**config.mk**
```make
export PLATFORM = sky130hd
export DESIGN_NAME = iir_inv_cascade
export DESIGN_NICKNAME = d
export VERILOG_FILES = /design/src/rtl/iir_inv_cascade_pkg.sv /design/src/rtl/iir_inv_cascade_q11_mul_sat.sv /design/src/rtl/iir_inv_cascade.sv
export SDC_FILE = /design/constraint.sdc
export NUM_CORES = 1
export LEC_CHECK = 0
export BUFFER_PORTS_ARGS = -buffer_cell sky130_fd_sc_hd__buf_4
export CAP_MARGIN = 5
export CORE_MARGIN = 5
export CORE_UTILIZATION = 45
export CTS_CLUSTER_DIAMETER = 120
export CTS_CLUSTER_SIZE = 12
export DETAILED_ROUTE_END_ITERATION = 10
export HOLD_SLACK_MARGIN = 0.05
export PLACE_DENSITY = 0.66
export SLEW_MARGIN = 20
export SYNTH_ARGS = -nofsm -noshare
export SYNTH_HDL_FRONTEND = slang
export SYNTH_HIERARCHICAL = 1
export SYNTH_SLANG_ARGS = --single-unit
export TNS_END_PERCENT = 20
```
**constraint.sdc**
```tcl
create_clock -name clk -period 17.7 [get_ports clk]
set_clock_uncertainty 0.05 [all_clocks]
set_input_delay 2.655 -clock clk [delete_from_list [all_inputs] [get_ports clk]]
set_output_delay 2.655 -clock clk [all_outputs]
set_load 0.01 [all_outputs]
```
**src/rtl/iir_inv_cascade_pkg.sv**
```systemverilog
// Shared types and constants for the inverse IIR cascade.
// Q5.11 fixed-point helpers used by the datapath.
package iir_inv_cascade_pkg;

    localparam int WIDTH  = 16;
    localparam int Q_FRAC = 11;

    localparam logic [WIDTH-1:0] SAT_MAX = 16'h7FFF;
    localparam logic [WIDTH-1:0] SAT_MIN = 16'h8000;
    localparam logic [WIDTH-1:0] ONE     = 16'h0800;

    typedef enum logic [1:0] {
        IDLE,
        MUL_A,
        MUL_G,
        DONE
    } state_e;

    function automatic logic [WIDTH-1:0] sat16(input logic signed [31:0] x);
        logic [WIDTH-1:0] r;
        if (x > 32'sd32767) begin
            r = SAT_MAX;
        end else if (x < -32'sd32768) begin
            r = SAT_MIN;
        end else begin
            r = x[WIDTH-1:0];
        end
        return r;
    endfunction

endpackage

```
**src/rtl/iir_inv_cascade_q11_mul_sat.sv**
```systemverilog
// Shared Q5.11 multiplier: product, arithmetic shift, clamp.
// Purely combinational; the parent registers around it.
module q11_mul_sat
    import iir_inv_cascade_pkg::*;
(
    input  logic signed [WIDTH-1:0] a,
    input  logic signed [WIDTH-1:0] b,
    output logic        [WIDTH-1:0] p
);

    logic signed [2*WIDTH-1:0] prod;
    logic signed [2*WIDTH-1:0] shf;

    // full product, floor-shift back to Q5.11, saturate
    always_comb begin
        prod = a * b;
        shf  = prod >>> Q_FRAC;
        p    = sat16(shf);
    end

endmodule

```
**src/rtl/iir_inv_cascade.sv**
```systemverilog
// Inverse of a 1..3 section first-order IIR cascade.
// One shared multiplier, two cycles per section.
module iir_inv_cascade
    import iir_inv_cascade_pkg::*;
(
    input  logic             clk,
    input  logic             reset,
    input  logic [WIDTH-1:0] data_in,
    input  logic             in_valid,
    output logic             in_ready,
    input  logic [WIDTH-1:0] g0,
    input  logic [WIDTH-1:0] g1,
    input  logic [WIDTH-1:0] g2,
    input  logic [WIDTH-1:0] a1,
    input  logic [WIDTH-1:0] a2,
    input  logic [WIDTH-1:0] a3,
    input  logic [3:0]       order,
    output logic [WIDTH-1:0] data_out,
    output logic             out_valid,
    input  logic             out_ready
);

    state_e state_q, state_d;

    logic [2:0][WIDTH-1:0] g_q, g_d;
    logic [2:0][WIDTH-1:0] a_q, a_d;
    logic [2:0][WIDTH-1:0] h_q, h_d;
    logic [WIDTH-1:0]      v_q, v_d;
    logic [WIDTH-1:0]      d_q, d_d;
    logic [WIDTH-1:0]      out_q, out_d;
    logic [1:0]            sec_q, sec_d;
    logic [3:0]            prev_ord_q, prev_ord_d;

    logic                  accept;
    logic                  ord_ok;
    logic [WIDTH-1:0]      sel_a, sel_g, sel_h;
    logic [WIDTH-1:0]      mul_x, mul_y, mul_p;
    logic signed [17:0]    diff;

    assign accept = (state_q == IDLE) && in_valid;
    assign ord_ok = (order != 4'd0) && (order <= 4'd3);

    // state register
    always_ff @(posedge clk or negedge reset) begin
        if (!reset) state_q <= IDLE;
        else        state_q <= state_d;
    end

    // next-state: sections run top-down, invalid order skips to DONE
    always_comb begin
        state_d = state_q;
        unique case (state_q)
            IDLE:    if (in_valid) state_d = ord_ok ? MUL_A : DONE;
            MUL_A:   state_d = MUL_G;
            MUL_G:   state_d = (sec_q == 2'd1) ? DONE : MUL_A;
            DONE:    if (out_ready) state_d = IDLE;
            default: state_d = IDLE;
        endcase
    end

    // handshake outputs
    always_comb begin
        in_ready  = (state_q == IDLE);
        out_valid = (state_q == DONE);
        data_out  = out_q;
    end

    // coefficients and history of the active section
    always_comb begin
        sel_a = a_q[0];
        sel_g = g_q[0];
        sel_h = h_q[0];
        for (int k = 1; k < 3; k++) begin
            if (sec_q == 2'(k + 1)) begin
                sel_a = a_q[k];
                sel_g = g_q[k];
                sel_h = h_q[k];
            end
        end
    end

    // MUL_A forms a*h, MUL_G forms g*d
    always_comb begin
        mul_x = (state_q == MUL_G) ? sel_g : sel_a;
        mul_y = (state_q == MUL_G) ? d_q : sel_h;
    end

    q11_mul_sat u_mul (
        .a (mul_x),
        .b (mul_y),
        .p (mul_p)
    );

    // 18-bit subtract keeps v - a*h exact before clamping
    always_comb begin
        diff = {{2{v_q[15]}}, v_q} - {{2{mul_p[15]}}, mul_p};
    end

    // datapath next-state
    always_comb begin
        g_d        = g_q;
        a_d        = a_q;
        h_d        = h_q;
        v_d        = v_q;
        d_d        = d_q;
        out_d      = out_q;
        sec_d      = sec_q;
        prev_ord_d = prev_ord_q;
        unique case (state_q)
            IDLE: begin
                if (accept) begin
                    g_d   = {g2, g1, g0};
                    a_d   = {a3, a2, a1};
                    v_d   = data_in;
                    sec_d = order[1:0];
                    if (ord_ok) begin
                        prev_ord_d = order;
                        if (order != prev_ord_q) h_d = '0;
                    end else begin
                        out_d = '0;
                    end
                end
            end
            MUL_A: begin
                d_d = sat16({{14{diff[17]}}, diff});
            end
            MUL_G: begin
                for (int k = 0; k < 3; k++) begin
                    if (sec_q == 2'(k + 1)) h_d[k] = v_q;
                end
                v_d = mul_p;
                if (sec_q == 2'd1) out_d = mul_p;
                else               sec_d = sec_q - 2'd1;
            end
            default: ;
        endcase
    end

    // datapath registers
    always_ff @(posedge clk or negedge reset) begin
        if (!reset) begin
            g_q        <= '0;
            a_q        <= '0;
            h_q        <= '0;
            v_q        <= '0;
            d_q        <= '0;
            out_q      <= '0;
            sec_q      <= '0;
            prev_ord_q <= 4'd1;
        end else begin
            g_q        <= g_d;
            a_q        <= a_d;
            h_q        <= h_d;
            v_q        <= v_d;
            d_q        <= d_d;
            out_q      <= out_d;
            sec_q      <= sec_d;
            prev_ord_q <= prev_ord_d;
        end
    end

endmodule

```
==> results of run 1 <==
-- worst register-to-register path, delay by kind of cell (launching register included) --
kind,cells,cell delay (ns)
mux,1,0.37
buf+inv,5,1.05
compound gates,12,3.10
flops,1,0.94
fa+ha+maj,9,4.55
simple gates,8,2.42
-- kinds of logic after synthesis --
logic type / after synthesis / synth area share
AO/OA/AOI/OAI: 289 / 0.0981
AND/OR/NAND/NOR: 533 / 0.127
buffers and inverters: 430 / 0.0842
XOR/XNOR: 42 / 0.0181
multiplexers: 178 / 0.107
flip-flops: 200 / 0.247
adder cells (fa/ha/maj): 360 / 0.319
-- synthesized netlist by cell type (5+ instances only) --
master      n
a21o_1     15
dfrtp_1   199
ha_1       98
o211ai_1    9
mux2_2    145
a221oi_2    7
nand2_1   229
nor2_1     81
buf_2      21
xor2_1     12
mux2i_1    17
xnor2_1    30
nand4_1     6
a221oi_1    5
and2_1    137
mux4_2     16
o21ai_0    55
a31oi_1    27
a22oi_1    15
o21a_1      6
o31ai_1    17
clkbuf_1   61
buf_1      10
fa_1      262
a21oi_1    82
nor3_1     11
nor2b_1    25
nand3_1    12
nand2b_1   11
a21oi_2    14
inv_1     328
-- cell type report --
cell class | count | share of cell area
multi-input combinational | 1402 | 0.607
sequential | 200 | 0.223
timing repair buffer | 168 | 0.0564
inverter | 328 | 0.0548
tap | 592 | 0.0329
clock buffer | 19 | 0.0197
clock inverter | 13 | 0.00618
-- layer usage --
metal,share of wire,routed length (um)
met4,0.032,1710
met1,0.41,22100
met3,0.072,3900
met2,0.49,26100
met5,0,0
-- metrics by stage --
stage           util  cells  cell area, um^2  worst slack [ns]
2_1_floorplan      -   2032            20300              7.64
3_3_place_gp   0.493   2690            21900              5.69
3_5_place_dp   0.493   2690            21900              5.13
4_1_cts        0.506   2722            22500              5.10
5_1_grt        0.506   2722            22500              4.12
6_report       0.506   2722            22500              5.05
-- flip-flops by register name, indices dropped and copies added (netlist names) --
| signal | flops |
|---|---|
| sec_q | 2 |
| d_q | 16 |
| prev_ord_q | 4 |
| v_q | 16 |
| h_q | 48 |
| a_q | 48 |
| data_out | 16 |
| state_q | 2 |
| g_q | 48 |
-- how the worst max path moves through the flow --
stage,startpoint,endpoint,slack [ns],cells past startpoint
2_1_floorplan,sec_q[0],d_q[14],7.64,41
5_1_grt,state_q[0],d_q[6],4.12,35
3_3_place_gp,state_q[0],d_q[2],5.69,35
6_report,state_q[0],d_q[5],5.05,35
3_5_place_dp,state_q[0],d_q[6],5.13,35
4_1_cts,state_q[0],d_q[5],5.10,35
==> results.py, run 1 <==
metrics = {
    "clock_tree": {
        "cts.htree.levels": 4,
        "cts_buffers": 17,
        "post_cts_buffers": 0,
        "cts_resized": 0,
        "cts_tree": "done",
        "clockBufferDepth": 2,
        "clk_latency_ns": 0.45,
        "clock-sinks": 200,
        "cts_hold_buf": 0,
        "cts-root-buf": "clkbuf_16",
        "cts.clk_slew.worst_paths_ns": 0.08,
    },
    "routing": {
        "dr.pass1.iters": 7,
        "vias": 14700,
        "drt-initial-drc-count": 1019,
        "drt-total-wl_um": 53800,
        "drc": 0,
        "post_drt_via_cell_ratio": 5.41,
        "postRouteAntennaNets": 0,
        "wl_per_cell_um": 19.8,
    },
    "setup_path": {
        "slowest_delay_ns": 0.94,
        "critPathBufInv": 5,
        "worstReg2RegEnd": "d_q[5]",
        "cp.arrival_ns": 12.88,
        "r2r_slack_ns": 5.05,
        "rr_worst_depth": 35,
        "path_max_fanout": 30,
        "worstSetupPathType": "reg -> reg",
        "crit_path_end_kind": "flop",
        "crit_path_start_kind": "flop",
        "cp_slowest_cell": "dfrtp_1",
        "cp.required_ns": 17.93,
        "crit_family": "adder cells",
        "cp_common_cell": "fa_1",
        "reg2reg_from": "state_q[0]",
    },
    "hold_path": {
        "whs_path_depth": 2,
        "hold_class": "reg -> reg",
        "whs_endpoint": "data_out[13]",
        "holdCritStartpoint": "data_out[13]",
    },
    "sta": {
        "rsz0062_at_grt": "no",
        "worstMarginPinSlew_ns": 1.19,
        "finalHoldWorstSlack_ns": 0.440,
        "setup_viol": 0,
        "setup-tns-final_ns": 0,
        "post-route-period-util": 0.715,
        "fmax_mhz": 79.0,
        "hold_viol": 0,
        "drv_slew": 0,
        "max_slew_margin": 0.210,
        "layout_min_cycle_time_ns": 12.65,
    },
    "die": {
        "die_y_um": 222,
        "start_util": 0.456,
        "ioPinCount": 138,
        "dieArea_mm2": 0.0494,
        "rows": 77,
        "dieWidth_um": 222,
        "core_area_mm2": 0.0444,
    },
    "logic_synthesis": {
        "synth.top_cell.area_share": 0.259,
        "synth_cell_type_count": 73,
        "avgSynthCellArea_um2": 9.98,
        "synth_edf_count": 0,
        "ys_seq_area_frac": 0.247,
        "syn-num-nets": 2512,
        "synthTopCellsByArea": "fa_1 26%, dfrtp_1 25%, mux2_2 8.1%",
        "synth-seq-cells": 200,
        "post-synth-top-area-cell": "fa_1",
        "synthCells": 2032,
        "synthesis.area_mm2": 0.0203,
        "yosys_warnings": 6,
        "yosys_most_used_dff": "dfrtp_1",
        "ys_async_sr_fraction": 1.00,
    },
    "final_layout": {
        "layout_common_cells": "328 x inv_1, 262 x fa_1, 229 x nand2_1",
        "num-fill-cells": 4061,
        "layout_commonest_cell": "inv_1",
        "seq_area_mm2": 0.00501,
        "multi_input_area_mm2": 0.0137,
        "nets": 2597,
        "area_growth_pct": 10.9,
        "diodes": 0,
        "drive_gt1_frac": 0.198,
    },
    "global_routing": {
        "met3_usage": 0.0546,
        "met2_usage": 0.367,
        "grt_pass1_vias": 16100,
        "antenna_found_initial": 1,
        "grt_overflow": 0,
        "grt_use_total": 0.221,
        "grt_pass1_wl_um": 87500,
        "use_met1": 0.285,
        "busiest_layer": "met2",
        "grt_start_max_net_pins": 125,
    },
    "placement": {
        "io_buffers": 137,
        "gp_congestion": 0.932,
        "dp.final_hpwl_um": 42000,
    },
    "status": {
        "outcome": "completed",
    },
    "job": {
        "maxCapViolations": 0,
    },
}
Power of run 1 is not shown: default switching activity piles up to over one toggle a cycle in this logic, so the estimate is an artifact.
==> inputs of run 2 (changes only) <==
- clock period: 17.7 -> 11.7 ns (I/O delays scaled with it)
==> results.py, run 2 (synthesized netlist as in run 1, its figures left out) <==
metrics = {
    "status": {
        "outcome": "completed",
    },
    "global_routing": {
        "grt_pass1_wl_um": 86900,
        "grt_pass1_vias": 16100,
        "grt_start_max_net_pins": 116,
        "antenna_found_initial": 1,
        "grt_use_total": 0.218,
        "grt_overflow": 0,
    },
    "clock_tree": {
        "cts.clk_slew.worst_paths_ns": 0.09,
        "cts.htree.levels": 4,
        "clock-sinks": 200,
        "post_cts_buffers": 0,
        "cts-root-buf": "clkbuf_16",
        "cts_buffers": 17,
        "clk_latency_ns": 0.47,
        "cts_tree": "done",
        "clockBufferDepth": 2,
    },
    "setup_path": {
        "crit_end": "d_q[14]",
        "worstSetupPathType": "reg -> reg",
        "cp_slowest_cell": "fa_1",
        "path_max_fanout": 16,
        "worstReg2RegEnd": "d_q[14]",
        "crit_path_start": "sec_q[0]",
        "path_depth": 36,
        "cp.arrival_ns": 11.29,
        "crit_path_end_kind": "flop",
        "slowest_delay_ns": 0.82,
        "crit_path_start_kind": "flop",
        "r2r_slack_ns": 0.68,
        "cp.required_ns": 11.97,
        "critPathBufInv": 7,
        "rr_worst_depth": 36,
        "reg2reg_from": "sec_q[0]",
        "crit_family": "adder cells",
        "cp_common_cell": "fa_1",
    },
    "routing": {
        "drt-initial-drc-count": 936,
        "drc": 0,
        "dr.pass1.iters": 7,
        "post_drt_via_cell_ratio": 5.39,
        "vias": 14800,
        "wl_per_cell_um": 19.2,
        "drt-total-wl_um": 52600,
        "postRouteAntennaNets": 0,
    },
    "placement": {
        "dp.final_hpwl_um": 42000,
        "io_buffers": 137,
        "placed_cell_area_mm2": 0.0220,
        "gp_congestion": 0.903,
    },
    "sta": {
        "setup-tns-final_ns": 0,
        "drv_slew": 0,
        "hold_viol": 0,
        "fmax_mhz": 90.7,
        "layout_min_cycle_time_ns": 11.02,
        "worstMarginPinSlew_ns": 1.06,
        "max_slew_margin": 0.292,
        "post-route-period-util": 0.942,
        "rsz0062_at_grt": "no",
        "setup_viol": 0,
    },
    "die": {
        "rows": 77,
        "start_util": 0.456,
        "dieArea_mm2": 0.0494,
        "ioPinCount": 138,
        "die_y_um": 222,
        "core_area_mm2": 0.0444,
        "dieWidth_um": 222,
    },
    "final_layout": {
        "drive_gt1_frac": 0.201,
        "top_regs": "a_q: 48 flops, g_q: 48 flops, h_q: 48 flops",
        "layout_common_cells": "328 x inv_1, 262 x fa_1, 229 x nand2_1",
        "area_growth_pct": 11.6,
        "final_util": 0.510,
        "finalInstanceArea_mm2": 0.0226,
        "nets": 2612,
        "layout_commonest_cell": "inv_1",
        "diodes": 0,
    },
    "hold_path": {
        "hold_class": "reg -> reg",
    },
    "job": {
        "maxCapViolations": 0,
    },
}
-- run 2: changes by cell type in the layout (fill, tap and decap cells not counted), sizes merged --
cell      change
buf          +14
clkbuf        -1
clkinv        -3
clkinvlp      -3
inv           +8
-- run 2: what timing repair did --
action                                 CTS  global route
hold buffers                             0             0
setup endpoints to repair                0            12
endpoints found under the hold margin    0             0
gates resized for setup                  0             1
-- run 2: layer usage --
| metal | track usage | vias to the layer above | part of all wire |
|---|---|---|---|
| met2 | 0.362 | 416 | 0.48 |
| li1 | - | 6718 | - |
| met5 | 0 | - | 0 |
| met4 | 0.0543 | 0 | 0.022 |
| met1 | 0.299 | 7544 | 0.44 |
| met3 | 0.0373 | 73 | 0.058 |
-- run 2: worst min path at each step --
| stage | from | endpoint | slack, ns | depth (start not counted) |
|---|---|---|---|---|
| after floorplan | d_q[15] | d_q[15] | 0.40 | 2 |
| after global placement | data_out[15] | data_out[15] | 0.41 | 2 |
| after detailed placement | data_out[7] | data_out[7] | 0.42 | 2 |
| after CTS | data_out[7] | data_out[7] | 0.45 | 2 |
| after global routing | a_q[39] | a_q[39] | 0.47 | 1 |
| final | data_out[15] | data_out[15] | 0.44 | 2 |
-- run 2: per-stage QoR --
step	std cells	hold slack (ns)	worst slack (ns)
after floorplan	2032	0.400	1.64
after global placement	2705	0.414	0.665
after detailed placement	2705	0.423	0.386
after CTS	2737	0.446	0.360
after global routing	2737	0.471	0.00407
final	2737	0.443	0.676
-- run 2: tightest hold or removal path: stages, from the launching register on --
cell and delay, ns:
dfrtp_1 0.35, nand2_1 0.05, o31ai_1 0.06
-- run 2: layout make-up --
type	instances	area [um^2]
inverter	328	1230
multi-input combinational	1402	13600
tap	592	741
sequential	200	5010
clock buffer	17	425
clock inverter	15	219
timing repair buffer	183	1400
fill	3994	21800
Power of run 2 is left out for the same reason.
==> inputs of run 3 (changes only) <==
--- a/config.mk
+++ b/config.mk
@@ -6,4 +6,5 @@
 export NUM_CORES = 1
 export LEC_CHECK = 0
+export ABC_CLOCK_PERIOD_IN_PS = 10500
 export BUFFER_PORTS_ARGS = -buffer_cell sky130_fd_sc_hd__buf_4
 export CAP_MARGIN = 5
==> constraint.sdc (replaced) <==
create_clock -name clk -period 10.5 [get_ports clk]
set_clock_uncertainty 0.05 [all_clocks]
set_input_delay 1.575 -clock clk [delete_from_list [all_inputs] [get_ports clk]]
set_output_delay 1.575 -clock clk [all_outputs]
set_load 0.1 [all_outputs]
==> results.py, run 3 (synthesized netlist as in run 1, its figures left out) <==
metrics = {
    "sta": {
        "layout_min_cycle_time_ns": 10.12,
        "fmax_mhz": 98.8,
        "hold_viol": 0,
        "worstMarginPinSlew_ns": 1.03,
        "rsz0062_at_grt": "yes",
        "max_slew_margin": 0.314,
        "drv_slew": 0,
        "post-route-period-util": 0.964,
        "setup_viol": 0,
    },
    "setup_path": {
        "worstSetupPathType": "reg -> reg",
        "cp_common_cell": "fa_1",
        "cp.required_ns": 10.76,
        "crit_family": "adder cells",
        "r2r_slack_ns": 0.38,
        "slowest_delay_ns": 0.64,
        "crit_path_end_kind": "flop",
        "reg2reg_from": "sec_q[0]",
        "rr_worst_depth": 38,
        "cp_slowest_cell": "fa_1",
        "crit_path_start_kind": "flop",
        "path_max_fanout": 9,
        "critPathBufInv": 9,
        "worstReg2RegEnd": "d_q[14]",
        "cp.arrival_ns": 10.38,
    },
    "global_routing": {
        "grt_use_total": 0.224,
        "grt_pass1_vias": 16000,
        "antenna_found_initial": 0,
        "grt_pass1_wl_um": 89300,
        "grt_overflow": 0,
        "grt_start_max_net_pins": 75,
    },
    "routing": {
        "drc": 0,
        "post_drt_via_cell_ratio": 5.40,
        "drt-total-wl_um": 55400,
        "postRouteAntennaNets": 0,
        "drt-initial-drc-count": 1030,
        "vias": 15000,
        "dr.pass1.iters": 5,
        "wl_per_cell_um": 19.9,
    },
    "final_layout": {
        "nets": 2656,
        "final_util": 0.519,
        "top_regs": "a_q: 48 flops, g_q: 48 flops, h_q: 48 flops",
        "drive_gt1_frac": 0.221,
        "area_growth_pct": 13.7,
        "layout_common_cells": "328 x inv_1, 262 x fa_1, 229 x nand2_1",
        "seq_area_mm2": 0.00501,
        "num-fill-cells": 3944,
        "diodes": 0,
        "multi_input_area_mm2": 0.0137,
        "layout_commonest_cell": "inv_1",
    },
    "die": {
        "rows": 77,
        "dieWidth_um": 222,
        "start_util": 0.456,
        "core_area_mm2": 0.0444,
        "dieArea_mm2": 0.0494,
        "die_y_um": 222,
        "ioPinCount": 138,
    },
    "clock_tree": {
        "cts_tree": "done",
        "cts.clk_slew.worst_paths_ns": 0.08,
        "cts-root-buf": "clkbuf_16",
        "cts.htree.levels": 4,
        "clockBufferDepth": 2,
        "clock-sinks": 200,
        "cts_hold_buf": 0,
        "clk_latency_ns": 0.45,
        "cts_buffers": 17,
    },
    "placement": {
        "dp.final_hpwl_um": 44000,
        "io_buffers": 137,
        "gp_congestion": 0.945,
    },
    "hold_path": {
        "whs_endpoint": "data_out[6]",
        "holdCritStartpoint": "data_out[6]",
        "hold_class": "reg -> reg",
        "whs_path_depth": 2,
    },
    "job": {
        "maxCapViolations": 0,
    },
    "status": {
        "outcome": "completed",
    },
}
-- run 3: final cells by class --
cell class                 instances  area share
timing repair buffer             227      0.0786
inverter                         328      0.0534
clock inverter                    12     0.00570
multi-input combinational       1402       0.593
tap                              592      0.0321
clock buffer                      20      0.0194
sequential                       200       0.217
-- run 3: timing repair --
action,4_1_cts,5_1_grt
pin swaps,0,10
gates cloned,0,2
hold endpoints to repair,0,0
endpoints found under the setup margin,12,16
buffers inserted,0,8
resized for setup,1,23
-- run 3: worst max-delay path by stage --
stage / start / slack (ns) / cells after the start / endpoint
floorplan: sec_q[0] / 0.44 / 41 / d_q[14]
detailed placement: sec_q[0] / -0.13 / 36 / d_q[4]
CTS: sec_q[0] / 0.12 / 39 / d_q[1]
global route: sec_q[0] / -0.05 / 40 / d_q[5]
global placement: sec_q[0] / 0.09 / 37 / d_q[3]
finish: sec_q[0] / 0.38 / 38 / d_q[14]
-- run 3: layer usage --
metal | track usage | vias to the layer above | part of all wire
li1 | - | 6798 | -
met1 | 0.310 | 7662 | 0.43
met2 | 0.369 | 471 | 0.48
met3 | 0.0359 | 80 | 0.060
met4 | 0.0654 | 0 | 0.030
met5 | 0 | - | 0
-- run 3: per-stage QoR --
| stage | area, um^2 | setup TNS [ns] | hold slack, ns | worst slack, ns | std cells |
|---|---|---|---|---|---|
| after global placement | 22200 | 0 | 0.417 | 0.0932 | 2739 |
| after CTS | 22800 | 0 | 0.447 | 0.125 | 2771 |
| after global routing | 23000 | -0.174 | 0.468 | -0.0548 | 2781 |
| final | 23000 | 0 | 0.441 | 0.379 | 2781 |
| after detailed placement | 22200 | -0.746 | 0.421 | -0.133 | 2739 |
| after floorplan | 20300 | 0 | 0.400 | 0.438 | 2032 |
-- run 3: worst min-delay path, delay by kind of cell, from the launching register on --
kind / cells / cell delay (ns)
DFF: 1 / 0.35
and+or+nand+nor: 1 / 0.05
AOI/OAI and AO/OA: 1 / 0.06
Power of run 3 is left out for the same reason.
